**src/rtl/boot_loader.sv**
```systemverilog
// -----------------------------------------------------------------------------
// boot_loader
//
// Receives a boot image over a byte stream, writes it word by word into
// memory starting at BASE_ADDR, then releases the CPU from reset and hands
// the memory port over to it.
//
// Frame: 0xA5, count N (16-bit little-endian), 4N payload bytes (each word
// little-endian), then an XOR checksum byte when LOADER_CHECKSUM_EN is
// defined. Without the macro the checksum byte, the CHECK state and the
// checksum register are not built.
//
// Parameters
//   MAX_WORDS     largest accepted image size in 32-bit words
//   BASE_ADDR     memory address of image word 0
//
// Ports
//   clk           clock, rising edge
//   rst           synchronous active-high reset
//   rx_valid      byte-stream valid
//   rx_data       byte-stream data
//   rx_ready      byte accepted when rx_valid && rx_ready at a clk edge
//   cpu_adres     CPU memory address      (routed to memory only in RUN)
//   cpu_yaz_veri  CPU write data          (routed to memory only in RUN)
//   cpu_yaz       CPU write strobe        (routed to memory only in RUN)
//   cpu_rst       reset to the CPU, low only in RUN
//   mem_adres     memory address
//   mem_yaz_veri  memory write data
//   mem_yaz       memory write strobe
//   load_done     image loaded, CPU running
//   err           protocol / length / checksum error
// -----------------------------------------------------------------------------
module boot_loader #(
   parameter int unsigned MAX_WORDS = 1024,
   parameter logic [31:0] BASE_ADDR = 32'h8000_0000
) (
   input  logic        clk,
   input  logic        rst,
   input  logic        rx_valid,
   input  logic [7:0]  rx_data,
   output logic        rx_ready,
   input  logic [31:0] cpu_adres,
   input  logic [31:0] cpu_yaz_veri,
   input  logic        cpu_yaz,
   output logic        cpu_rst,
   output logic [31:0] mem_adres,
   output logic [31:0] mem_yaz_veri,
   output logic        mem_yaz,
   output logic        load_done,
   output logic        err
);

   typedef enum logic [2:0] {
      IDLE, LEN0, LEN1, DATA, WRITE, RUN, ERROR
`ifdef LOADER_CHECKSUM_EN
      , CHECK
`endif
   } state_t;

   state_t      state_q, state_d;
   logic [15:0] cnt_q, cnt_d;         // image length N
   logic [15:0] idx_q, idx_d;         // index of the next word to write
   logic [1:0]  bcnt_q, bcnt_d;       // byte position inside the current word
   logic [31:0] word_q, word_d;       // word being assembled
   logic [31:0] adr_q, adr_d;         // loader-side memory address
   logic [31:0] wdat_q, wdat_d;       // loader-side memory write data
`ifdef LOADER_CHECKSUM_EN
   logic [7:0]  chk_q, chk_d;         // running XOR of payload bytes
`endif

   // Output flags are registered; they are decoded from the next state so
   // they line up with state_q.
   logic rx_ready_q, mem_yaz_q, cpu_rst_q, load_done_q, err_q;

   logic        accept;
   logic [15:0] len_rx;

   assign accept = rx_valid && rx_ready_q;
   assign len_rx = {rx_data, cnt_q[7:0]};

   always_comb begin
      state_d = state_q;
      cnt_d   = cnt_q;
      idx_d   = idx_q;
      bcnt_d  = bcnt_q;
      word_d  = word_q;
      adr_d   = adr_q;
      wdat_d  = wdat_q;
`ifdef LOADER_CHECKSUM_EN
      chk_d   = chk_q;
`endif
      case (state_q)
         IDLE, ERROR: begin
            // Only a sync byte starts a frame; everything else is dropped.
            if (accept && rx_data == 8'hA5) begin
               state_d = LEN0;
               idx_d   = '0;
               bcnt_d  = '0;
`ifdef LOADER_CHECKSUM_EN
               chk_d   = '0;
`endif
            end
         end
         LEN0: begin
            if (accept) begin
               cnt_d[7:0] = rx_data;
               state_d    = LEN1;
            end
         end
         LEN1: begin
            if (accept) begin
               cnt_d[15:8] = rx_data;
               if (len_rx == 16'd0 || {16'd0, len_rx} > MAX_WORDS)
                  state_d = ERROR;
               else
                  state_d = DATA;
            end
         end
         DATA: begin
            if (accept) begin
               // Shift in from the top so byte 0 ends up in bits [7:0].
               word_d = {rx_data, word_q[31:8]};
               bcnt_d = bcnt_q + 2'd1;
`ifdef LOADER_CHECKSUM_EN
               chk_d  = chk_q ^ rx_data;
`endif
               if (bcnt_q == 2'd3) begin
                  // Address and data are loaded here so they are already
                  // on the memory port during the WRITE cycle.
                  adr_d   = BASE_ADDR + {14'd0, idx_q, 2'b00};
                  wdat_d  = word_d;
                  state_d = WRITE;
               end
            end
         end
         WRITE: begin
            idx_d = idx_q + 16'd1;
            if (idx_d == cnt_q)
`ifdef LOADER_CHECKSUM_EN
               state_d = CHECK;
`else
               state_d = RUN;
`endif
            else
               state_d = DATA;
         end
`ifdef LOADER_CHECKSUM_EN
         CHECK: begin
            if (accept)
               state_d = (rx_data == chk_q) ? RUN : ERROR;
         end
`endif
         RUN: begin
            // Terminal until reset.
         end
         default: state_d = IDLE;
      endcase
   end

   always_ff @(posedge clk) begin
      if (rst) begin
         state_q     <= IDLE;
         cnt_q       <= '0;
         idx_q       <= '0;
         bcnt_q      <= '0;
         word_q      <= '0;
         adr_q       <= '0;
         wdat_q      <= '0;
`ifdef LOADER_CHECKSUM_EN
         chk_q       <= '0;
`endif
         rx_ready_q  <= 1'b1;
         mem_yaz_q   <= 1'b0;
         cpu_rst_q   <= 1'b1;
         load_done_q <= 1'b0;
         err_q       <= 1'b0;
      end else begin
         state_q     <= state_d;
         cnt_q       <= cnt_d;
         idx_q       <= idx_d;
         bcnt_q      <= bcnt_d;
         word_q      <= word_d;
         adr_q       <= adr_d;
         wdat_q      <= wdat_d;
`ifdef LOADER_CHECKSUM_EN
         chk_q       <= chk_d;
`endif
         rx_ready_q  <= !(state_d == WRITE || state_d == RUN);
         mem_yaz_q   <= (state_d == WRITE);
         cpu_rst_q   <= (state_d != RUN);
         load_done_q <= (state_d == RUN);
         err_q       <= (state_d == ERROR);
      end
   end

   // In RUN the CPU owns the memory port combinationally.
   assign mem_adres    = load_done_q ? cpu_adres    : adr_q;
   assign mem_yaz_veri = load_done_q ? cpu_yaz_veri : wdat_q;
   assign mem_yaz      = load_done_q ? cpu_yaz      : mem_yaz_q;
   assign rx_ready     = rx_ready_q;
   assign cpu_rst      = cpu_rst_q;
   assign load_done    = load_done_q;
   assign err          = err_q;

endmodule

```
**config.mk**
```make
export PLATFORM = sky130hd
export DESIGN_NAME = boot_loader
export DESIGN_NICKNAME = d
export VERILOG_FILES = /design/src/rtl/boot_loader.sv
export SDC_FILE = /design/constraint.sdc
export NUM_CORES = 1
export LEC_CHECK = 0
export BUFFER_PORTS_ARGS = -buffer_cell sky130_fd_sc_hd__buf_4
export CORE_ASPECT_RATIO = 1.4
export CORE_UTILIZATION = 40
export DETAILED_ROUTE_END_ITERATION = 12
export GPL_TIMING_DRIVEN = 0
export PLACE_DENSITY = 0.6
export SYNTH_ARGS = -nofsm -noshare
export SYNTH_HDL_FRONTEND = slang
export SYNTH_SLANG_ARGS = --single-unit
```
**constraint.sdc**
```tcl
create_clock -name clk -period 5.7 [get_ports clk]
set_clock_uncertainty 0.2 [all_clocks]
set_input_delay 0.285 -clock clk [delete_from_list [all_inputs] [get_ports clk]]
set_output_delay 0.285 -clock clk [all_outputs]
set_load 0.05 [all_outputs]
```
==> flow_summary_export.csv, run 1 <==
group,metric,value,unit
detailed_routing,route.vias.total,5566,
sta,hold_slack,0.2532,ns
synthesis,synth_largest_area_cell,"sky130_fd_sc_hd__dfxtp_1",
floorplan,num_io_pins,145,
sta,clock.fmax,288.3,MHz
place,gp_routability_congestion,0.8974,
synthesis,synth.most_common_cell,"sky130_fd_sc_hd__nand2_1",
sta,min_period,3.468,ns
floorplan,placeableCoreArea,13850,um2
clocking,deepest_clock_path_buffer_count,2,
sta,worst_pin_slew,1.090,ns
floorplan,die_w,102.4,um
synthesis,synth-main-ff-cell,"sky130_fd_sc_hd__dfxtp_1",
floorplan,die_area,14610,um2
final_layout,final_layout_size_suffix_gt1_frac,0.2727,
power,vdd_ir_drop_max,0.1980,mV
worst_setup_path,r2r_setup_slack,2.23,ns
sta,grt_setup_unrepaired,"no",
synthesis,yosys-top-cells-area,"sky130_fd_sc_hd__dfxtp_1 (41%), sky130_fd_sc_hd__nand2_1 (11%), sky130_fd_sc_hd__mux2_2 (10%)",
detailed_routing,drcViolationCount,0,
worst_setup_path,crit_path_kind,"reg2reg",
run_status,run_status,"finished, final reports clean",
sta,setup_viol,0,
final_layout,filler_cell_count,1304,
synthesis,postSynthNetCount,784,
clocking,tritoncts.num_buffers,17,
clocking,number_of_instances_resized_during_post_cts_repair,0,
sta,maxSlewViolCount,0,
detailed_routing,antenna_left,0,
floorplan,initial_utilization,0.4080,
worst_setup_path,worst_setup_path_endpoint,"load_done$_SDFF_PP0_",
worst_setup_path,critPathCaptureType,"register",
synthesis,syn-cell-area,5649,um2
global_routing,grt_overflow_total,0,
final_layout,synthToLayoutAreaGrowth,35.48,%
synthesis,yosysUniqueCellTypes,53,
global_routing,antenna_found_initial,0,
sta,finalCritPeriodShare,0.6085,
clocking,worst_setup_hold_path_clk_slew,0.05,ns
worst_setup_path,path_max_fanout,7,
sta,relSlewSlack,0.2678,
synthesis,synth-seq-cells,115,
clocking,htreeDepth,4,
clocking,post-cts-setup-buffer-count,0,
power,power.static_leakage,0.002993,uW
worst_setup_path,worstPathArrival,3.61,ns
job,max_cap_violations,0,
worst_setup_path,worst_r2r_startpoint,"idx_q[1]$_SDFFE_PP0P_",
floorplan,placementRows,51,
global_routing,grt_first_pass_wirelength,26480,um
clocking,cts_hold_buf,9,
detailed_routing,wirelength,16990,um
worst_setup_path,start_kind,"register",
synthesis,synth_warnings,0,
final_layout,finish.net_count,956,
detailed_routing,initialDrtViolationCount,278,
detailed_routing,avgViaCountPerCell,5.173,
synthesis,syn_avg_cell_area,8.002,um2
clocking,tritoncts_num_sinks,115,
final_layout,antenna_cells,0,
detailed_routing,wl_per_cell,15.79,um
place,half_perimeter_wire_length_after_detailed_placement,13000,um
worst_setup_path,timing.rr.end,"load_done$_SDFF_PP0_",
clocking,worst_skew_pair.late_latency,0.41,ns
sta,tns,0,ns
clocking,clk_root_buffer_cell,"sky130_fd_sc_hd__clkbuf_16",
worst_setup_path,rr_worst_depth,8,
synthesis,syn_inst,706,
synthesis,async_flop_share,0,
synthesis,synth.top_cell.area_share,0.4075,
global_routing,grt_start_max_net_pins,17,
synthesis,synth_sequential_area_ratio,0.4075,
floorplan,floorplan.die.height,142.6,um
worst_hold_path,min-delay-start,"wdat_q[24]$_SDFFE_PP0P_",
global_routing,groute.usage.overall,0.2381,
worst_setup_path,startpoint,"idx_q[1]$_SDFFE_PP0P_",
global_routing,first_global_vias,5335,
worst_hold_path,holdCritPathClass,"reg2reg",
synthesis,synth-edff-count,0,
worst_setup_path,crit_required,5.84,ns
detailed_routing,first_pass_iters,5,
sta,hold_viol_final,0,
power,cellPowerDensity,255.1,nW/um2
clocking,tritoncts,"done",
synthesis,top_post_synthesis_cells_by_count,"sky130_fd_sc_hd__nand2_1 (169), sky130_fd_sc_hd__dfxtp_1 (115), sky130_fd_sc_hd__a21oi_1 (91)",
place,port-buffer-count,144,
## kinds of logic after synthesis
logic type               Yosys count  share of synthesized area
AND/OR/NAND/NOR                  312                     0.2549
AO/OA/AOI/OAI                    129                     0.1289
flip-flops                       115                     0.4075
multiplexers                      69                     0.1336
buffers and inverters             61                    0.04275
XOR/XNOR                          18                    0.02791
adder cells (fa/ha/maj)            2                   0.004429
## critical path: stages (launching register included)
cell                      delay (ns)
sky130_fd_sc_hd__dfxtp_1        0.52
sky130_fd_sc_hd__ha_1           0.34
sky130_fd_sc_hd__nand4_1        0.27
sky130_fd_sc_hd__nor4_2         0.56
sky130_fd_sc_hd__mux2_2         0.40
sky130_fd_sc_hd__o21ai_0        0.07
sky130_fd_sc_hd__mux2i_1        0.13
sky130_fd_sc_hd__o31ai_1        0.65
sky130_fd_sc_hd__and3_1         0.25
## registers in the layout, summed over array words and instances (netlist names)
| register | cells |
|---|---|
| err | 1 |
| bcnt_q | 2 |
| mem_yaz_q | 1 |
| adr_q | 17 |
| cnt_q | 16 |
| state_q | 3 |
| wdat_q | 32 |
| word_q | 24 |
| load_done | 1 |
| cpu_rst | 1 |
| rx_ready | 1 |
| idx_q | 16 |
## stage by stage
| stage | setup slack, ns | instances | power, uW | util | area, um2 |
|---|---|---|---|---|---|
| 2_1_floorplan | 2.896 | 706 | 835.8 | - | 5649 |
| 3_3_place_gp | 2.327 | 1035 | 886.0 | 0.5028 | 6962 |
| 3_5_place_dp | 2.319 | 1035 | 887.2 | 0.5028 | 6962 |
| 4_1_cts | 2.298 | 1076 | 1961 | 0.5527 | 7654 |
| 5_1_grt | 2.127 | 1076 | 2007 | 0.5527 | 7654 |
| 6_report | 2.232 | 1076 | 1953 | 0.5527 | 7654 |
## cells in the final DEF, fill, tap and decap left out, types with 3 or more instances in the layout
cell	n
sky130_fd_sc_hd__a21oi_1	91
sky130_fd_sc_hd__a22oi_1	3
sky130_fd_sc_hd__a311oi_1	4
sky130_fd_sc_hd__a31oi_1	3
sky130_fd_sc_hd__and2_1	16
sky130_fd_sc_hd__and3_1	4
sky130_fd_sc_hd__and4_1	3
sky130_fd_sc_hd__buf_2	7
sky130_fd_sc_hd__buf_4	145
sky130_fd_sc_hd__bufinv_16	3
sky130_fd_sc_hd__clkbuf_1	45
sky130_fd_sc_hd__clkbuf_16	17
sky130_fd_sc_hd__clkinv_2	4
sky130_fd_sc_hd__clkinvlp_4	3
sky130_fd_sc_hd__dfxtp_1	115
sky130_fd_sc_hd__dlygate4sd3_1	9
sky130_fd_sc_hd__inv_1	9
sky130_fd_sc_hd__mux2_2	51
sky130_fd_sc_hd__mux2i_1	18
sky130_fd_sc_hd__nand2_1	169
sky130_fd_sc_hd__nand2b_1	4
sky130_fd_sc_hd__nand3_1	13
sky130_fd_sc_hd__nand4_1	7
sky130_fd_sc_hd__nor2_1	49
sky130_fd_sc_hd__nor2b_1	4
sky130_fd_sc_hd__nor3_1	10
sky130_fd_sc_hd__nor4_1	6
sky130_fd_sc_hd__o21ai_0	6
sky130_fd_sc_hd__o21ai_1	9
sky130_fd_sc_hd__or3_1	6
sky130_fd_sc_hd__or4_1	5
sky130_fd_sc_hd__xnor2_1	12
sky130_fd_sc_hd__xor2_1	6
## worst min path at each step
stage,slack [ns],to,cells past startpoint
5_1_grt,0.27,wdat_q[7]$_SDFFE_PP0P_,2
2_1_floorplan,0.21,cpu_rst$_SDFF_PP1_,2
3_3_place_gp,0.24,wdat_q[7]$_SDFFE_PP0P_,2
4_1_cts,0.25,wdat_q[24]$_SDFFE_PP0P_,2
6_report,0.25,wdat_q[24]$_SDFFE_PP0P_,2
3_5_place_dp,0.25,wdat_q[24]$_SDFFE_PP0P_,2
## metal layers
layer | GRT usage | routed length (um) | vias to the layer above
met3 | 0.03818 | 616 | 27
met5 | 0 | 0 | -
met4 | 0.09474 | 387 | 0
met1 | 0.2656 | 6822 | 2621
met2 | 0.4396 | 9158 | 155
li1 | - | - | 2763
## cell type report
cell class	instances	area [um2]	share of cell area
inverter	9	33.78	0.004414
buffer	52	207.7	0.02714
tap	185	231.5	0.03024
sequential	115	2302	0.3008
timing repair buffer	153	1171	0.1530
clock inverter	13	158.9	0.02076
clock buffer	19	442.9	0.05787
multi-input combinational	530	3105	0.4058
## where the power goes
part,switching [uW],leakage (uW),internal [uW]
Sequential,0.105,0.000926,804
Combinational,30.3,0.00178,40.3
Clock,380,0.000289,697
Power figures use the tool's default switching activity.
==> inputs of run 2 (changes only) <==
- ABC_AREA: unset -> 1
- PLACE_DENSITY: 0.6 -> 0.62
- clock period: 5.7 -> 2.83 ns (I/O delays scaled with it)
==> flow_summary_export.csv, run 2 <==
group,metric,value,unit
sta,min_period,2.578,ns
synthesis,postSynthNetCount,910,
synthesis,synth-main-ff-cell,"sky130_fd_sc_hd__dfxtp_1",
sta,hold_slack,0.03331,ns
detailed_routing,antenna_left,0,
final_layout,finish.net_count,1081,
worst_setup_path,crit_required,2.95,ns
floorplan,initial_utilization,0.4111,
final_layout,final_layout_size_suffix_gt1_frac,0.2293,
final_layout,antenna_cells,0,
sta,clock.fmax,388.0,MHz
floorplan,num_io_pins,145,
final_layout,regMostFlops,"wdat_q",
worst_setup_path,path_max_fanout,6,
synthesis,synth-edff-count,0,
power,vdd_ir_drop_max,0.3283,mV
place,dpl_cell_area,7051,um2
power,cellPowerDensity,510.0,nW/um2
clocking,worst_setup_hold_path_clk_slew,0.06,ns
global_routing,grt_start_max_net_pins,17,
sta,relSlewSlack,0.5246,
clocking,post-cts-setup-buffer-count,0,
synthesis,syn-cell-area,5746,um2
floorplan,floorplan.die.height,143.8,um
place,half_perimeter_wire_length_after_detailed_placement,12980,um
detailed_routing,route.vias.total,5858,
clocking,tritoncts.num_buffers,17,
sta,grt_setup_unrepaired,"no",
final_layout,layout_common_cells,"sky130_fd_sc_hd__nand2_1 (160), sky130_fd_sc_hd__buf_4 (145), sky130_fd_sc_hd__dfxtp_1 (115)",
synthesis,top_post_synthesis_cells_by_count,"sky130_fd_sc_hd__nand2_1 (160), sky130_fd_sc_hd__dfxtp_1 (115), sky130_fd_sc_hd__o21ai_0 (111)",
global_routing,grt_first_pass_wirelength,26220,um
synthesis,synth.top_cell.area_share,0.4007,
floorplan,die_w,103.3,um
clocking,tritoncts_num_sinks,115,
synthesis,async_flop_share,0,
worst_setup_path,start_kind,"register",
sta,maxSlewViolCount,0,
sta,tns,0,ns
global_routing,groute.usage.overall,0.2343,
final_layout,synthToLayoutAreaGrowth,34.76,%
synthesis,synth_warnings,0,
detailed_routing,wl_per_cell,14.07,um
place,gp_routability_congestion,0.8732,
place,port-buffer-count,143,
clocking,worst_skew_pair.late_latency,0.42,ns
detailed_routing,wirelength,16900,um
detailed_routing,first_pass_iters,5,
global_routing,antenna_found_initial,0,
synthesis,syn_inst,832,
worst_setup_path,crit_path_kind,"reg2reg",
sta,hold_viol_final,0,
synthesis,yosysUniqueCellTypes,34,
floorplan,placementRows,51,
clocking,tritoncts,"done",
sta,finalCritPeriodShare,0.9108,
floorplan,die_area,14850,um2
final_layout,most_common_library_cell_in_the_layout_ignoring_fill_and_taps,"sky130_fd_sc_hd__nand2_1",
detailed_routing,avgViaCountPerCell,4.878,
detailed_routing,initialDrtViolationCount,225,
floorplan,placeableCoreArea,13970,um2
clocking,deepest_clock_path_buffer_count,2,
synthesis,syn_avg_cell_area,6.906,um2
clocking,htreeDepth,4,
synthesis,synth_sequential_area_ratio,0.4007,
power,power.static_leakage,0.003484,uW
final_layout,largestRegisters,"wdat_q x32, word_q x24, adr_q x17",
worst_setup_path,worstPathArrival,2.69,ns
global_routing,first_global_vias,5326,
final_layout,number_of_flip_flops_in_the_largest_register,32,
run_status,run_status,"finished, final reports clean",
sta,setup_viol,0,
sta,worst_pin_slew,0.7132,ns
synthesis,synth-seq-cells,115,
final_layout,utilization,0.5540,
job,max_cap_violations,0,
worst_hold_path,holdCritPathClass,"in2reg",
global_routing,grt_overflow_total,0,
synthesis,synth_largest_area_cell,"sky130_fd_sc_hd__dfxtp_1",
final_layout,finalInstanceArea,7742,um2
synthesis,synth.most_common_cell,"sky130_fd_sc_hd__nand2_1",
worst_setup_path,critPathCaptureType,"register",
detailed_routing,drcViolationCount,0,
clocking,clk_root_buffer_cell,"sky130_fd_sc_hd__clkbuf_16",
synthesis,yosys-top-cells-area,"sky130_fd_sc_hd__dfxtp_1 (40%), sky130_fd_sc_hd__nand2_1 (10%), sky130_fd_sc_hd__o21ai_0 (9.7%)",
-- run 2: changes by cell type in the layout (fill, tap and decap cells not counted), sizes merged, moves of 7 or more --
cell    previous run  this run
nor2              49        83
nor4               8         1
o21ai             15       119
inv               10       112
clkbuf            63        51
mux2i             18         0
mux2              51        20
nand3             14        53
xnor2             12         0
and2              17         0
-- run 2: through the flow --
| stage | setup WS (ns) | std cells | power (uW) |
|---|---|---|---|
| 2_1_floorplan | 0.3864 | 832 | 1701 |
| 4_1_cts | 0.1790 | 1201 | 3970 |
| 3_3_place_gp | 0.2012 | 1160 | 1807 |
| 6_report | 0.2525 | 1201 | 3949 |
| 3_5_place_dp | 0.1916 | 1160 | 1808 |
| 5_1_grt | 0.03175 | 1201 | 4068 |
-- run 2: area by class of cell --
cell class,count,area (um2)
flip-flops and latches,115,2302
multi-input cells,568,2868
well taps,185,231.5
repair buffers,152,1164
inverters,107,401.6
clock buffers,17,425.4
clock inverters,15,173.9
fillers,1395,6232
plain buffers,42,176.4
-- run 2: routing by layer --
metal	GRT usage	vias to the layer above	part of all wire
li1	-	3063	-
met1	0.2477	2607	0.40
met2	0.4312	153	0.52
met3	0.04815	35	0.044
met4	0.1164	0	0.037
met5	0	-	0
-- run 2: timing repair --
item / 4_1_cts / 5_1_grt
setup endpoints to repair: 0 / 1
hold endpoints to repair: 33 / 0
hold buffers: 9 / 0
gates resized for setup: 0 / 1
-- run 2: worst paths after layout --
path,start,end,cells after the start,slack [ns]
worst max register to register,idx_q[0]$_SDFFE_PP0P_,err$_SDFF_PP0_,14,0.25
worst max-delay path,idx_q[0]$_SDFFE_PP0P_,err$_SDFF_PP0_,14,0.25
worst min register to register,wdat_q[4]$_SDFFE_PP0P_,wdat_q[4]$_SDFFE_PP0P_,2,0.25
worst min-delay path,rx_valid,word_q[25]$_SDFFE_PP0P_,4,0.03
-- run 2: kinds of logic after synthesis --
family	synth area share
compound gates	0.1919
mux	0.03920
buf+inv	0.1006
fa+ha+maj	0.004355
flops	0.4007
xor+xnor	0.005662
simple gates	0.2576
-- run 2: critical path: stages (launching register included) --
cell and delay, ns:
sky130_fd_sc_hd__dfxtp_1 0.49, sky130_fd_sc_hd__ha_1 0.25, sky130_fd_sc_hd__nand3_1 0.16, sky130_fd_sc_hd__nor2_2 0.27, sky130_fd_sc_hd__nand2_1 0.14, sky130_fd_sc_hd__nand3_1 0.13
sky130_fd_sc_hd__nand2_1 0.06, sky130_fd_sc_hd__nor2_1 0.12, sky130_fd_sc_hd__nand2_1 0.07, sky130_fd_sc_hd__nor2_2 0.18, sky130_fd_sc_hd__nand3_1 0.13, sky130_fd_sc_hd__nand2_1 0.10
sky130_fd_sc_hd__nand2_1 0.05, sky130_fd_sc_hd__nand2_1 0.07, sky130_fd_sc_hd__nor2_2 0.04
-- run 2: power breakdown --
group	internal [uW]	leakage, uW	switching (uW)
Sequential	1620	0.000926	0.364
Combinational	87.3	0.00227	76.1
Clock	1320	0.000287	847
Total	3020	0.00348	924
